<file path="src/rtl/phy_rx_pkg.sv">
// Shared constants and types for the PHY receive deserializer.
package phy_rx_pkg;

    localparam logic [7:0] COM_DEFAULT  = 8'hBC;
    localparam logic [7:0] IDLE_DEFAULT = 8'h7C;
    localparam int         NUM_LANES    = 4;

    // Commas seen back-to-back (including the first hunt hit) before data is trusted.
    localparam logic [2:0] LOCK_COMMAS  = 3'd4;
    // slip_cnt value at which one more off-boundary comma drops the lock.
    localparam logic [1:0] SLIP_LAST    = 2'd2;

    typedef enum logic [1:0] {
        HUNT    = 2'd0,
        LOCKING = 2'd1,
        ACTIVE  = 2'd2
    } rx_state_t;

endpackage

</file>
<file path="src/rtl/phy_rx_shift.sv">
// Serial shift register and byte-boundary bit counter.
// rx_byte is the byte as it will look after the current edge, so the
// framer can act on a byte at the same edge that samples its last bit.
module phy_rx_shift
    import phy_rx_pkg::*;
(
    input  logic       clk_32f,
    input  logic       rst,
    input  logic       in_serial,
    input  logic       realign,
    output logic [7:0] rx_byte,
    output logic       boundary
);

    logic [7:0] shift_q;
    logic [2:0] bit_cnt;

    assign rx_byte  = {shift_q[6:0], in_serial};
    assign boundary = (bit_cnt == 3'd7);

    // Shift one bit in per clock; realign restarts the byte count at the comma.
    always_ff @(posedge clk_32f) begin
        if (rst) begin
            shift_q <= '0;
            bit_cnt <= '0;
        end else begin
            shift_q <= rx_byte;
            if (realign) begin
                bit_cnt <= '0;
            end else begin
                bit_cnt <= bit_cnt + 3'd1;
            end
        end
    end

endmodule

</file>
<file path="src/rtl/phy_rx_deser.sv">
// PHY receive deserializer: comma hunt, lock, and round-robin lane unpacking.
// Optional saturating error counter enabled by defining PHY_RX_ERRCNT_EN.
module phy_rx_deser
    import phy_rx_pkg::*;
#(
    parameter logic [7:0] COM  = COM_DEFAULT,
    parameter logic [7:0] IDLE = IDLE_DEFAULT
) (
    input  logic       clk_32f,
    input  logic       rst,
    input  logic       in_serial,
    output logic [7:0] out0,
    output logic [7:0] out1,
    output logic [7:0] out2,
    output logic [7:0] out3,
    output logic       valid_out0,
    output logic       valid_out1,
    output logic       valid_out2,
    output logic       valid_out3,
    output logic       active
`ifdef PHY_RX_ERRCNT_EN
    ,
    output logic [7:0] err_cnt
`endif
);

    logic [7:0] rx_byte;
    logic       boundary;
    logic       realign;
    logic       com_hit;
    logic       idle_hit;

    rx_state_t            state, state_nxt;
    logic [2:0]           com_cnt, com_cnt_nxt;
    logic [1:0]           lane_ptr, lane_ptr_nxt;
    logic [1:0]           slip_cnt, slip_cnt_nxt;
    logic [7:0]           lane_q   [NUM_LANES];
    logic [7:0]           lane_nxt [NUM_LANES];
    logic [NUM_LANES-1:0] valid_q, valid_nxt;

    phy_rx_shift u_shift (
        .clk_32f   (clk_32f),
        .rst       (rst),
        .in_serial (in_serial),
        .realign   (realign),
        .rx_byte   (rx_byte),
        .boundary  (boundary)
    );

    assign com_hit  = (rx_byte == COM);
    assign idle_hit = (rx_byte == IDLE);

    // Next-state, lane update and strobe decode for the hunt/lock/active framer.
    always_comb begin
        // NOTE: every signal written here gets a default first, so no latch is inferred.
        state_nxt    = state;
        com_cnt_nxt  = com_cnt;
        lane_ptr_nxt = lane_ptr;
        slip_cnt_nxt = slip_cnt;
        lane_nxt     = lane_q;
        valid_nxt    = '0;
        realign      = 1'b0;

        unique case (state)
            HUNT: begin
                if (com_hit) begin
                    state_nxt   = LOCKING;
                    com_cnt_nxt = 3'd1;
                    realign     = 1'b1;
                end
            end
            LOCKING: begin
                if (boundary) begin
                    if (com_hit) begin
                        com_cnt_nxt = com_cnt + 3'd1;
                        if (com_cnt_nxt == LOCK_COMMAS) begin
                            state_nxt    = ACTIVE;
                            com_cnt_nxt  = '0;
                            lane_ptr_nxt = '0;
                            slip_cnt_nxt = '0;
                        end
                    end else begin
                        state_nxt   = HUNT;
                        com_cnt_nxt = '0;
                    end
                end
            end
            ACTIVE: begin
                // Boundary handling wins; an off-boundary comma can only occur mid-byte.
                if (boundary) begin
                    if (com_hit) begin
                        lane_ptr_nxt = '0;
                        slip_cnt_nxt = '0;
                    end else if (idle_hit) begin
                        lane_ptr_nxt = lane_ptr + 2'd1;
                    end else begin
                        lane_nxt[lane_ptr]  = rx_byte;
                        valid_nxt[lane_ptr] = 1'b1;
                        lane_ptr_nxt        = lane_ptr + 2'd1;
                    end
                end else if (com_hit) begin
                    if (slip_cnt == SLIP_LAST) begin
                        state_nxt    = HUNT;
                        slip_cnt_nxt = '0;
                        lane_ptr_nxt = '0;
                    end else begin
                        slip_cnt_nxt = slip_cnt + 2'd1;
                    end
                end
            end
            default: begin
                state_nxt = HUNT;
            end
        endcase
    end

    // Framer state and all registered outputs.
    always_ff @(posedge clk_32f) begin
        // NOTE: sequential state uses non-blocking assignments only.
        if (rst) begin
            state    <= HUNT;
            com_cnt  <= '0;
            lane_ptr <= '0;
            slip_cnt <= '0;
            valid_q  <= '0;
            active   <= 1'b0;
            // NOTE: lane registers are cleared explicitly because outN must read 8'h00 after reset.
            for (int i = 0; i < NUM_LANES; i++) begin
                lane_q[i] <= '0;
            end
        end else begin
            state    <= state_nxt;
            com_cnt  <= com_cnt_nxt;
            lane_ptr <= lane_ptr_nxt;
            slip_cnt <= slip_cnt_nxt;
            valid_q  <= valid_nxt;
            active   <= (state_nxt == ACTIVE);
            for (int i = 0; i < NUM_LANES; i++) begin
                lane_q[i] <= lane_nxt[i];
            end
        end
    end

    assign out0       = lane_q[0];
    assign out1       = lane_q[1];
    assign out2       = lane_q[2];
    assign out3       = lane_q[3];
    assign valid_out0 = valid_q[0];
    assign valid_out1 = valid_q[1];
    assign valid_out2 = valid_q[2];
    assign valid_out3 = valid_q[3];

`ifdef PHY_RX_ERRCNT_EN
    logic err_inc;

    // Errors: a lock attempt aborted by a non-comma, or a comma seen off the byte boundary.
    assign err_inc = ((state == LOCKING) && boundary && !com_hit) ||
                     ((state == ACTIVE) && !boundary && com_hit);

    // Saturating error counter.
    always_ff @(posedge clk_32f) begin
        if (rst) begin
            err_cnt <= '0;
        end else if (err_inc && (err_cnt != 8'hFF)) begin
            err_cnt <= err_cnt + 8'd1;
        end
    end
`endif

endmodule

</file>
<file path="config.mk">
export PLATFORM = sky130hd
export DESIGN_NAME = phy_rx_deser
export DESIGN_NICKNAME = d
export VERILOG_FILES = /design/src/rtl/phy_rx_pkg.sv /design/src/rtl/phy_rx_shift.sv /design/src/rtl/phy_rx_deser.sv
export SDC_FILE = /design/constraint.sdc
export NUM_CORES = 1
export LEC_CHECK = 0
export CORE_AREA = 2 2 80 63
export CTS_CLUSTER_DIAMETER = 100
export CTS_CLUSTER_SIZE = 24
export DETAILED_ROUTE_END_ITERATION = 6
export DIE_AREA = 0 0 82 65
export GPL_TIMING_DRIVEN = 0
export PLACE_DENSITY = 0.75
export SYNTH_ARGS = -nofsm -noshare
export SYNTH_HDL_FRONTEND = slang
export SYNTH_SLANG_ARGS = --single-unit
</file>
<file path="constraint.sdc">
create_clock -name clk_32f -period 2.05 [get_ports clk_32f]
set_clock_uncertainty 0.15 [all_clocks]
set_input_delay 0.41 -clock clk_32f [delete_from_list [all_inputs] [get_ports clk_32f]]
set_output_delay 0.41 -clock clk_32f [all_outputs]
set_load 0.03 [all_outputs]
</file>
# [After elaboration in Yosys (flattened, before gate mapping)]
# Cells that the tools add are included.
[totals] ff_bits=56 input_bits=3 word_cells=84
[classes] eq_ne=15 n_lt_le_gt_ge=4 n_addsub=4 reduce_logical=11 bitwise=5 mux=33
[ops] operator="2-to-1 mux 2 bit" n=18
[ops] operator="bitwise mux 32 bit" n=1
[ops] operator="demux 8 bit (select 2 bit)" n=1
[ops] operator="2-to-1 mux 3 bit" n=4
[ops] operator="inequality test 2 bit, second input constant" n=5
[ops] operator="equality test 8 x 7 -> 1 bit, second input constant" n=1
[ops] operator="equality test 8 bit, second input constant" n=1
[ops] operator="2-to-1 mux 8 bit" n=1
[ops] operator="one-hot mux 2 bit (2 select lines)" n=2
[ops] operator="adder 3 x 1 -> 3 bit, second input constant" n=2
[ops] operator="equality test 2 bit, second input constant" n=3
[ops] operator="equality test 3 bit, second input constant" n=2
[ops] operator="inequality test 3 bit, second input constant" n=2
[ops] operator="one-hot mux 2 bit (3 select lines)" n=1
[ops] operator="one-hot mux 3 bit (2 select lines)" n=1
[ops] operator="AND reduction 6 bit" n=1
[ops] operator="AND reduction 5 bit" n=1
[ops] operator="OR reduction 5 bit" n=1
[ops] operator="adder 2 x 1 -> 2 bit, second input constant" n=2
[ops] operator="inverter 1 bit" n=4
[ops] operator="AND reduction 4 bit" n=1
[ops] operator="nonzero test 2 bit" n=2
[ops] operator=">= comparator 3 bit, second input constant" n=1
[ops] operator="< comparator 2 x 3 -> 1 bit, second input constant" n=1
[ops] operator="10 further kinds" n=13

# [Longest topological paths before layout]
# Gate-level depths: netlist of the first run.
[logic_depth] word_depth=7 mapped_depth=8 mapped_depth_nobuf=6

# [Modules after synthesis]
# From an unflattened synthesis of the first run, not the netlist that was laid out.
[unflattened] cells_unflattened=215 hier_area_um2=2235.9
[by_module_without_submodules] mod="phy_rx_deser" area_per_inst_um2=1913.1 n_inst=1 cells_each=191
[by_module_without_submodules] mod="phy_rx_shift" area_per_inst_um2=322.8 n_inst=1 cells_each=24

# [Worst setup path after synthesis of the first run]
# No wires, ideal clock.
[synth_timing] kind="register to register" startpoint="reg u_shift.bit_cnt[0]" endpoint="reg com_cnt[1]" slack_ns=0.292 t_required_ns=1.829 n_path_buf=1 arrival_ns=1.537 period_less_slack_ns=1.758 stages_incl_launch_ff=8 path_cell_list="dfxtp_1 ha_1 ha_1 buf_2 and3b_1 nand3_1 or4_1 a21oi_1"
[synth_between] elab_chain_len=3
[synth_lines] element="start, declared" line_no="phy_rx_shift.sv:16" source="logic [2:0] bit_cnt;"
[synth_lines] element="start signal, assigned" line_no="phy_rx_shift.sv:31" source="bit_cnt <= bit_cnt + 3'd1;"
[synth_lines] element="equality test 3 bit" line_no="phy_rx_shift.sv:19" source="assign boundary = (bit_cnt == 3'd7);"
[synth_lines] element="inequality test 2 bit (no line)"
[synth_lines] element="AND reduction 3 bit (no line)"
[synth_lines] element="end signal, assigned" line_no="phy_rx_deser.sv:133" source="com_cnt <= com_cnt_nxt;"
[synth_lines] element="end, declared" line_no="phy_rx_deser.sv:34" source="logic [2:0] com_cnt, com_cnt_nxt;"
# No other way between the ends.
# A chain may end at the register's enable or synchronous reset.

# [Final worst setup path of the first run]
[layout_timing] startpoint="reg lane_q, in the netlist out2[4]" endpoint="out out2[4]"
[layout_rtl] element="start, declared" line_no="phy_rx_deser.sv:37" source="logic [7:0] lane_q [NUM_LANES];"
[layout_rtl] element="start signal, assigned by index" line_no="phy_rx_deser.sv:139" source="lane_q[i] <= lane_nxt[i];"
[layout_rtl] element="end, declared" line_no="phy_rx_deser.sv:14" source="output logic [7:0] out2,"
# No word-level cell between the ends.

==> results of run 1 <==
-- cells by family (layout without fill, tap and decap cells) --
family          Yosys count  after routing
compound gates           24             24
flops                    56             56
xor+xnor                  2              2
buf+inv                  20             66
mux                      32             32
simple gates             74             74
fa+ha+maj                 8              8
-- worst paths after layout --
path                      startpoint            endpoint  cells after the start
setup / recovery             out2[4]             out2[4]                      1
hold / removal    u_shift.bit_cnt[0]  u_shift.bit_cnt[0]                      1
setup reg to reg  u_shift.bit_cnt[0]          com_cnt[1]                      7
hold reg to reg   u_shift.bit_cnt[0]  u_shift.bit_cnt[0]                      1
-- state kept, by name, summed over array words and instances, names as in the netlist, 3 cells and up --
name,flops
u_shift.bit_cnt,3
out0,8
out2,8
u_shift.shift_q,7
out3,8
out1,8
valid_q,4
com_cnt,3
-- where the power goes --
part           internal (µW)  total [µW]  switching (µW)  leakage, µW
combinational           11.5        35.4            23.9     0.000502
sequential              1090        1100            6.97     0.000452
clock                    363         702             339    0.0000552
total                   1470        1840             370      0.00101
-- cells in the mapped netlist (all sizes together) --
master,number
buf,7
and4bb,1
nand4b,5
nand2,4
nor3,3
a41o,1
inv,5
a31oi,10
a21oi,3
xor2,2
nand3,2
o2bb2ai,1
mux2i,32
a311oi,4
and2,3
nor2,38
or4,1
o21ai,1
a21o,2
ha,8
nor3b,2
nor2b,12
and3b,1
a211oi,1
a41oi,1
dfxtp,56
clkbuf,8
nand2b,1
and4b,1
-- routing by layer --
layer / share of wire / vias to the layer above / GRT usage
li1: - / 837 / -
met1: 0.53 / 759 / 0.275
met2: 0.42 / 43 / 0.253
met3: 0.040 / 4 / 0.0446
met4: 0.0081 / 0 / 0.0563
met5: 0 / - / 0
-- timing repair --
| item | 4_1_cts | 5_1_grt |
|---|---|---|
| hold buffers | 0 | 0 |
| setup buffers | 0 | 0 |
| endpoints found under the setup margin | 20 | 18 |
| resized for setup | 3 | 5 |
-- final cells by class --
class / instances / area (µm²)
Timing Repair Buffer: 38 / 379
Clock buffer: 6 / 72.6
Sequential cell: 56 / 1120
Tap cell: 60 / 75.1
Inverter: 5 / 18.8
Fill cell: 408 / 1840
Multi-Input combinational cell: 140 / 1000
Clock inverter: 2 / 35.0
Buffer: 15 / 81.3
-- worst reg2reg max path: stages, from the launching register on --
cell and delay [ns]:
sky130_fd_sc_hd__dfxtp_1 0.35, sky130_fd_sc_hd__ha_1 0.15, sky130_fd_sc_hd__ha_1 0.13, sky130_fd_sc_hd__buf_2 0.18, sky130_fd_sc_hd__and3b_2 0.26, sky130_fd_sc_hd__nand3_1 0.08, sky130_fd_sc_hd__or4_1 0.43, sky130_fd_sc_hd__a21oi_1 0.14
-- through the flow --
stage | area, µm² | hold WS [ns] | setup TNS [ns] | total power (µW)
2_1_floorplan | 2210 | 0.258 | 0 | 1150
3_3_place_gp | 2660 | 0.268 | -11.82 | 1160
3_5_place_dp | 2660 | 0.291 | -12.74 | 1160
4_1_cts | 2780 | 0.301 | 0 | 1850
5_1_grt | 2790 | 0.322 | 0 | 1910
6_report | 2790 | 0.298 | 0 | 1840
==> metrics, run 1 <==
status complete, no violations; cell area after technology mapping between 2000 and 2500 µm²; final critical-path required period 1.93 ns; vias in the first global route 1563; number of top-level design ports 40; Worst Setup Slack, final around 0.12 ns; initial drt markers 84; number of routed nets with antenna violations 0; crit path kind reg -> out; worst-path fanout max 2; num rows 22; CTS Buf Count 5; worst endpoint data arrival time approximately 1.4 ns; critical path cell sequence clkdlybuf4s50_1; register bit count reported by yosys 56; GR Util All Layers 0.183; nature of the critical path startpoint flip-flop; type of destination of the critical path output pin; xor/xnor cell area share of the yosys netlist 0.00793; largest net degree at the start of global routing 17; number of library cell types mapped by synthesis 31; data required time of the worst path between 1 and 1.5 ns; total of warnings raised by yosys 0; RSZ-0062 raised after global routing no; # DRC 0; synthesis-to-layout area growth 26.1%; placer congestion estimate about 0.74; area share of the largest cell type after synthesis 0.508; first-pass GRT wire length approximately 7400 µm; DP Cell Count about 310; multiplexer share of the synthesized area 0.145; WP buf/inv 1; source-to-sink clock delay at the later pin of the worst-skew pair approximately 0.30 ns; Detail Placement HPWL ~3200 µm; maximum clock insertion buffer count 2; total iterations of the first detailed-routing run 4; synthesized area divided by synthesized cell count between 10 and 15 µm²; largest vdd supply drop 0.000480 V; diode insertion count for antenna repair 0; starting utilization of the core area 0.478; Num Clock Sinks between 50 and 60; Post-Layout Cell Count between 300 and 400; Via Count roughly 1600; routed len/inst around 14 µm; final cycle utilization of the critical path 0.941; Clk Tree Root Cell sky130_fd_sc_hd__clkbuf_8; area of the placeable core 4620 µm²; main area contributors after synthesis sky130_fd_sc_hd__dfxtp_1 51%, sky130_fd_sc_hd__mux2i_1 15%, sky130_fd_sc_hd__nor2_1 6.5%; cell type contributing the most total cell area after synthesis sky130_fd_sc_hd__dfxtp_1; timing-limited maximum frequency 518 MHz; Final setup violation count 0; synthesized netlist net count 227; slowest stage delay, CP approximately 0.7 ns; max-capacitance violation count 0; kind of path behind the tightest hold check reg -> reg; transition at the pin with the smallest max-transition slack 0.491 ns; pre-CTS worst setup slack -0.392 ns; share of synthesized cell area in and, or, nand and nor gates 0.177; synthesized-area fraction occupied by adder cells 0.0453; die area roughly 5300 µm²; static leakage power around 0.001 µW; sequential element share of the synthesized area 0.508; Total Wirelength ~4500 µm; global-route congestion overflow total 0; Final Hold Viols 0; port bufs 38; leading cell type in the layout, fill and taps excluded sky130_fd_sc_hd__dfxtp_1; Slew Limit Fails 0; Max H-tree Level 2; dominant combinational cell family by area after synthesis simple AND/OR/NAND/NOR gates; layout cell share with drive strength beyond 1 0.0687; Final #Nets between 200 and 300; chip height 65 µm; register-to-register path setup slack 0.13 ns; Power Dens Cells between 600 and 700 nW/µm²; slowest library cell on the worst path sky130_fd_sc_hd__clkdlybuf4s50_1; antenna violations before repair 0; most used cells in the layout excluding fill and tap cells 56 x sky130_fd_sc_hd__dfxtp_1, 38 x sky130_fd_sc_hd__nor2_1, 37 x sky130_fd_sc_hd__clkdlybuf4s50_1; utilization of the core after routing 0.602; Crit path max-delay family buffers and inverters; Chip Width about 82 µm; compound-cell area share of the yosys netlist 0.0759; clock-pin slew reported for the worst setup and hold paths after clock tree synthesis 0.10 ns; CTS tree built; number of cells produced by synthesis 216; DR vias/cell around 5.1; relative slew slack 0.673
(Power assumes the default switching activity.)
==> run 2, diff against run 1 <==
Settings changed: CORE_AREA 2 2 80 63 to 2 2 99 77, DIE_AREA 0 0 82 65 to 0 0 101 79, PLACE_DENSITY 0.75 to unset.
==> run 2 against run 1 <==
Against the previous run:
- setup slack improved by 0.0036 ns
- die area rose by 50%
- register-to-register slack improved by 0.02 ns
- sequential power barely moved
- flip-flop and latch count did not move
- critical path type unchanged
- largest cell class unchanged
- largest power group unchanged
- highest routed layer unchanged
==> metrics, run 2 (synthesis results as in run 1) <==
number of routed nets with antenna violations 0 (unchanged); global-route congestion overflow total 0 (unchanged); leading cell type in the layout, fill and taps excluded sky130_fd_sc_hd__dfxtp_1; transition at the pin with the smallest max-transition slack 0.495 ns (+0.00377 ns); sw frac 0.214 (+0.0126); Num Clock Sinks 56 (unchanged); layout cell share with drive strength beyond 1 0.0687 (unchanged); GR Util All Layers 0.123 (-0.0592); kind of path behind the tightest hold check reg -> reg; Chip Width 101 µm (+23%); data required time of the worst path 1.49 ns (about the same); max-capacitance violation count 0 (unchanged); DR vias/cell 4.67 (-8.5%); Sequential Power Share 0.586 (-0.013); slowest stage delay, CP 0.68 ns (about the same); largest vdd supply drop 0.000308 V (-36%); chip height 79 µm (+22%); relative slew slack 0.670 (-0.00251); internal power contribution 1480 µW (+0.60%); port bufs 38 (unchanged); Max H-tree Level 2 (unchanged); CTS tree built; worst endpoint data arrival time 1.37 ns (about the same); WP buf/inv 1 (unchanged); final cycle utilization of the critical path 0.940 (-0.00175); Final TNS setup 0 ns (unchanged); starting utilization of the core area 0.311 (-0.166); maximum clock insertion buffer count 2 (unchanged); antenna violations before repair 0 (unchanged); first-pass GRT wire length 7650 µm (+3.8%); total iterations of the first detailed-routing run 4 (unchanged); placer congestion estimate 0.803 (+9.3%); routed len/inst 13.3 µm (-3.7%); cell area after layout 2830 µm² (+1.6%); Post-Layout Cell Count 349 (+8.4%); Via Count 1629 (-0.85%); num rows 27 (+23%); Final setup violation count 0 (unchanged); Filler cells 718 (+76%); cell area reported after detailed placement 2700 µm² (+1.3%); final critical-path required period 1.93 ns (-0.00359 ns); status complete, no violations; proportion of power drawn by the clock network 0.395 (+0.013); # DRC 0 (unchanged); Switch Pwr 402 µW (+8.6%); die area 7980 µm² (+50%); number of top-level design ports 40 (unchanged); Final #Nets 272 (unchanged); vias in the first global route 1494 (-4.4%); clock-pin slew reported for the worst setup and hold paths after clock tree synthesis 0.10 ns (about the same); hold buffer count at CTS 0 (unchanged); crit path kind reg -> out; Crit path max-delay family buffers and inverters; total of cells resized after clock tree synthesis 0 (-3); nature of the critical path startpoint flip-flop; Combinational Power Share 0.019 (about the same); diode insertion count for antenna repair 0 (unchanged); worst-path fanout max 2 (unchanged); Power Dens Cells 665 nW/µm² (+0.63%); timing-limited maximum frequency 519 MHz (+0.19%); critical path cell sequence clkdlybuf4s50_1; initial drt markers 85 (+1.2%); slowest library cell on the worst path sky130_fd_sc_hd__clkdlybuf4s50_1; Clk Tree Root Cell sky130_fd_sc_hd__clkbuf_8; Total Wirelength 4660 µm (+4.4%); static leakage power 0.00102 µW (+1.1%); largest net degree at the start of global routing 19 (+2); DP Cell Count 341 (+8.6%); RSZ-0062 raised after global routing no; Slew Limit Fails 0 (unchanged); area of the placeable core 7090 µm² (+53%); source-to-sink clock delay at the later pin of the worst-skew pair 0.31 ns (about the same); buffers inserted during post-CTS setup optimization 0 (unchanged); synthesis-to-layout area growth 28.1%; CTS Buf Count 5 (unchanged); Detail Placement HPWL 3330 µm (+4.9%); worst hold slack 0.288 ns (-0.00981 ns); type of destination of the critical path output pin; most used cells in the layout excluding fill and tap cells 56 x sky130_fd_sc_hd__dfxtp_1, 38 x sky130_fd_sc_hd__nor2_1, 37 x sky130_fd_sc_hd__clkdlybuf4s50_1; Final Hold Viols 0 (unchanged)
run 2: changes by cell type in the layout (fill, tap and decap cells not counted):
cell	previous run	this run
sky130_fd_sc_hd__buf_2	2	1
sky130_fd_sc_hd__clkbuf_1	9	8
sky130_fd_sc_hd__clkbuf_4	1	2
sky130_fd_sc_hd__dlygate4sd2_1	1	0
sky130_fd_sc_hd__dlymetal6s2s_1	0	1
sky130_fd_sc_hd__inv_8	0	1
sky130_fd_sc_hd__mux2i_1	31	32
sky130_fd_sc_hd__mux2i_2	1	0
run 2: worst reg2reg max path: stages, from the launching register on:
cell,delay (ns)
sky130_fd_sc_hd__dfxtp_1,0.35
sky130_fd_sc_hd__ha_1,0.15
sky130_fd_sc_hd__ha_1,0.16
sky130_fd_sc_hd__buf_4,0.16
sky130_fd_sc_hd__and3b_2,0.25
sky130_fd_sc_hd__nand3_1,0.08
sky130_fd_sc_hd__or4_1,0.42
sky130_fd_sc_hd__a21oi_1,0.13
run 2: final cells by class:
cell class / instances / area [µm²] / area share
flip-flops and latches: 56 / 1120 / 0.396
multi-input cells: 140 / 998 / 0.353
repair buffers: 38 / 383 / 0.135
well taps: 87 / 109 / 0.0385
plain buffers: 15 / 83.8 / 0.0296
clock buffers: 5 / 68.8 / 0.0243
clock inverters: 3 / 46.3 / 0.0164
inverters: 5 / 18.8 / 0.00663
run 2: layer usage:
metal	share of wire	wire, µm	vias up	GRT usage
li1	-	-	839	-
met1	0.54	2520	748	0.185
met2	0.40	1870	35	0.171
met3	0.041	191	7	0.0273
met4	0.015	70	0	0.0446
met5	0	0	-	0
run 2: per-stage QoR:
stage / power [µW] / setup slack, ns / util
floorplan: 1150 / 0.292 / -
global route: 1960 / 0.0209 / 0.399
finish: 1880 / 0.124 / 0.399
global placement: 1160 / -0.288 / 0.380
detailed placement: 1160 / -0.313 / 0.380
CTS: 1910 / 0.0208 / 0.396
run 2: worst paths after layout:
path | start | to | slack, ns | cells after the start
worst max-delay path | out0[5] | out0[5] | 0.12 | 1
worst min register to register | u_shift.bit_cnt[0] | u_shift.bit_cnt[0] | 0.29 | 1
worst max register to register | u_shift.bit_cnt[0] | com_cnt[1] | 0.15 | 7
worst min-delay path | u_shift.bit_cnt[0] | u_shift.bit_cnt[0] | 0.29 | 1
run 2: power groups by stage:
| stage | Combinational (µW) | Clock [µW] | Sequential [µW] |
|---|---|---|---|
| 6_report | 36.1 | 742 | 1100 |
| 3_5_place_dp | 36.8 | 0 | 1130 |
| 2_1_floorplan | 24.7 | 0 | 1120 |
| 5_1_grt | 43.0 | 811 | 1100 |
| 4_1_cts | 37.0 | 769 | 1100 |
| 3_3_place_gp | 36.4 | 0 | 1130 |
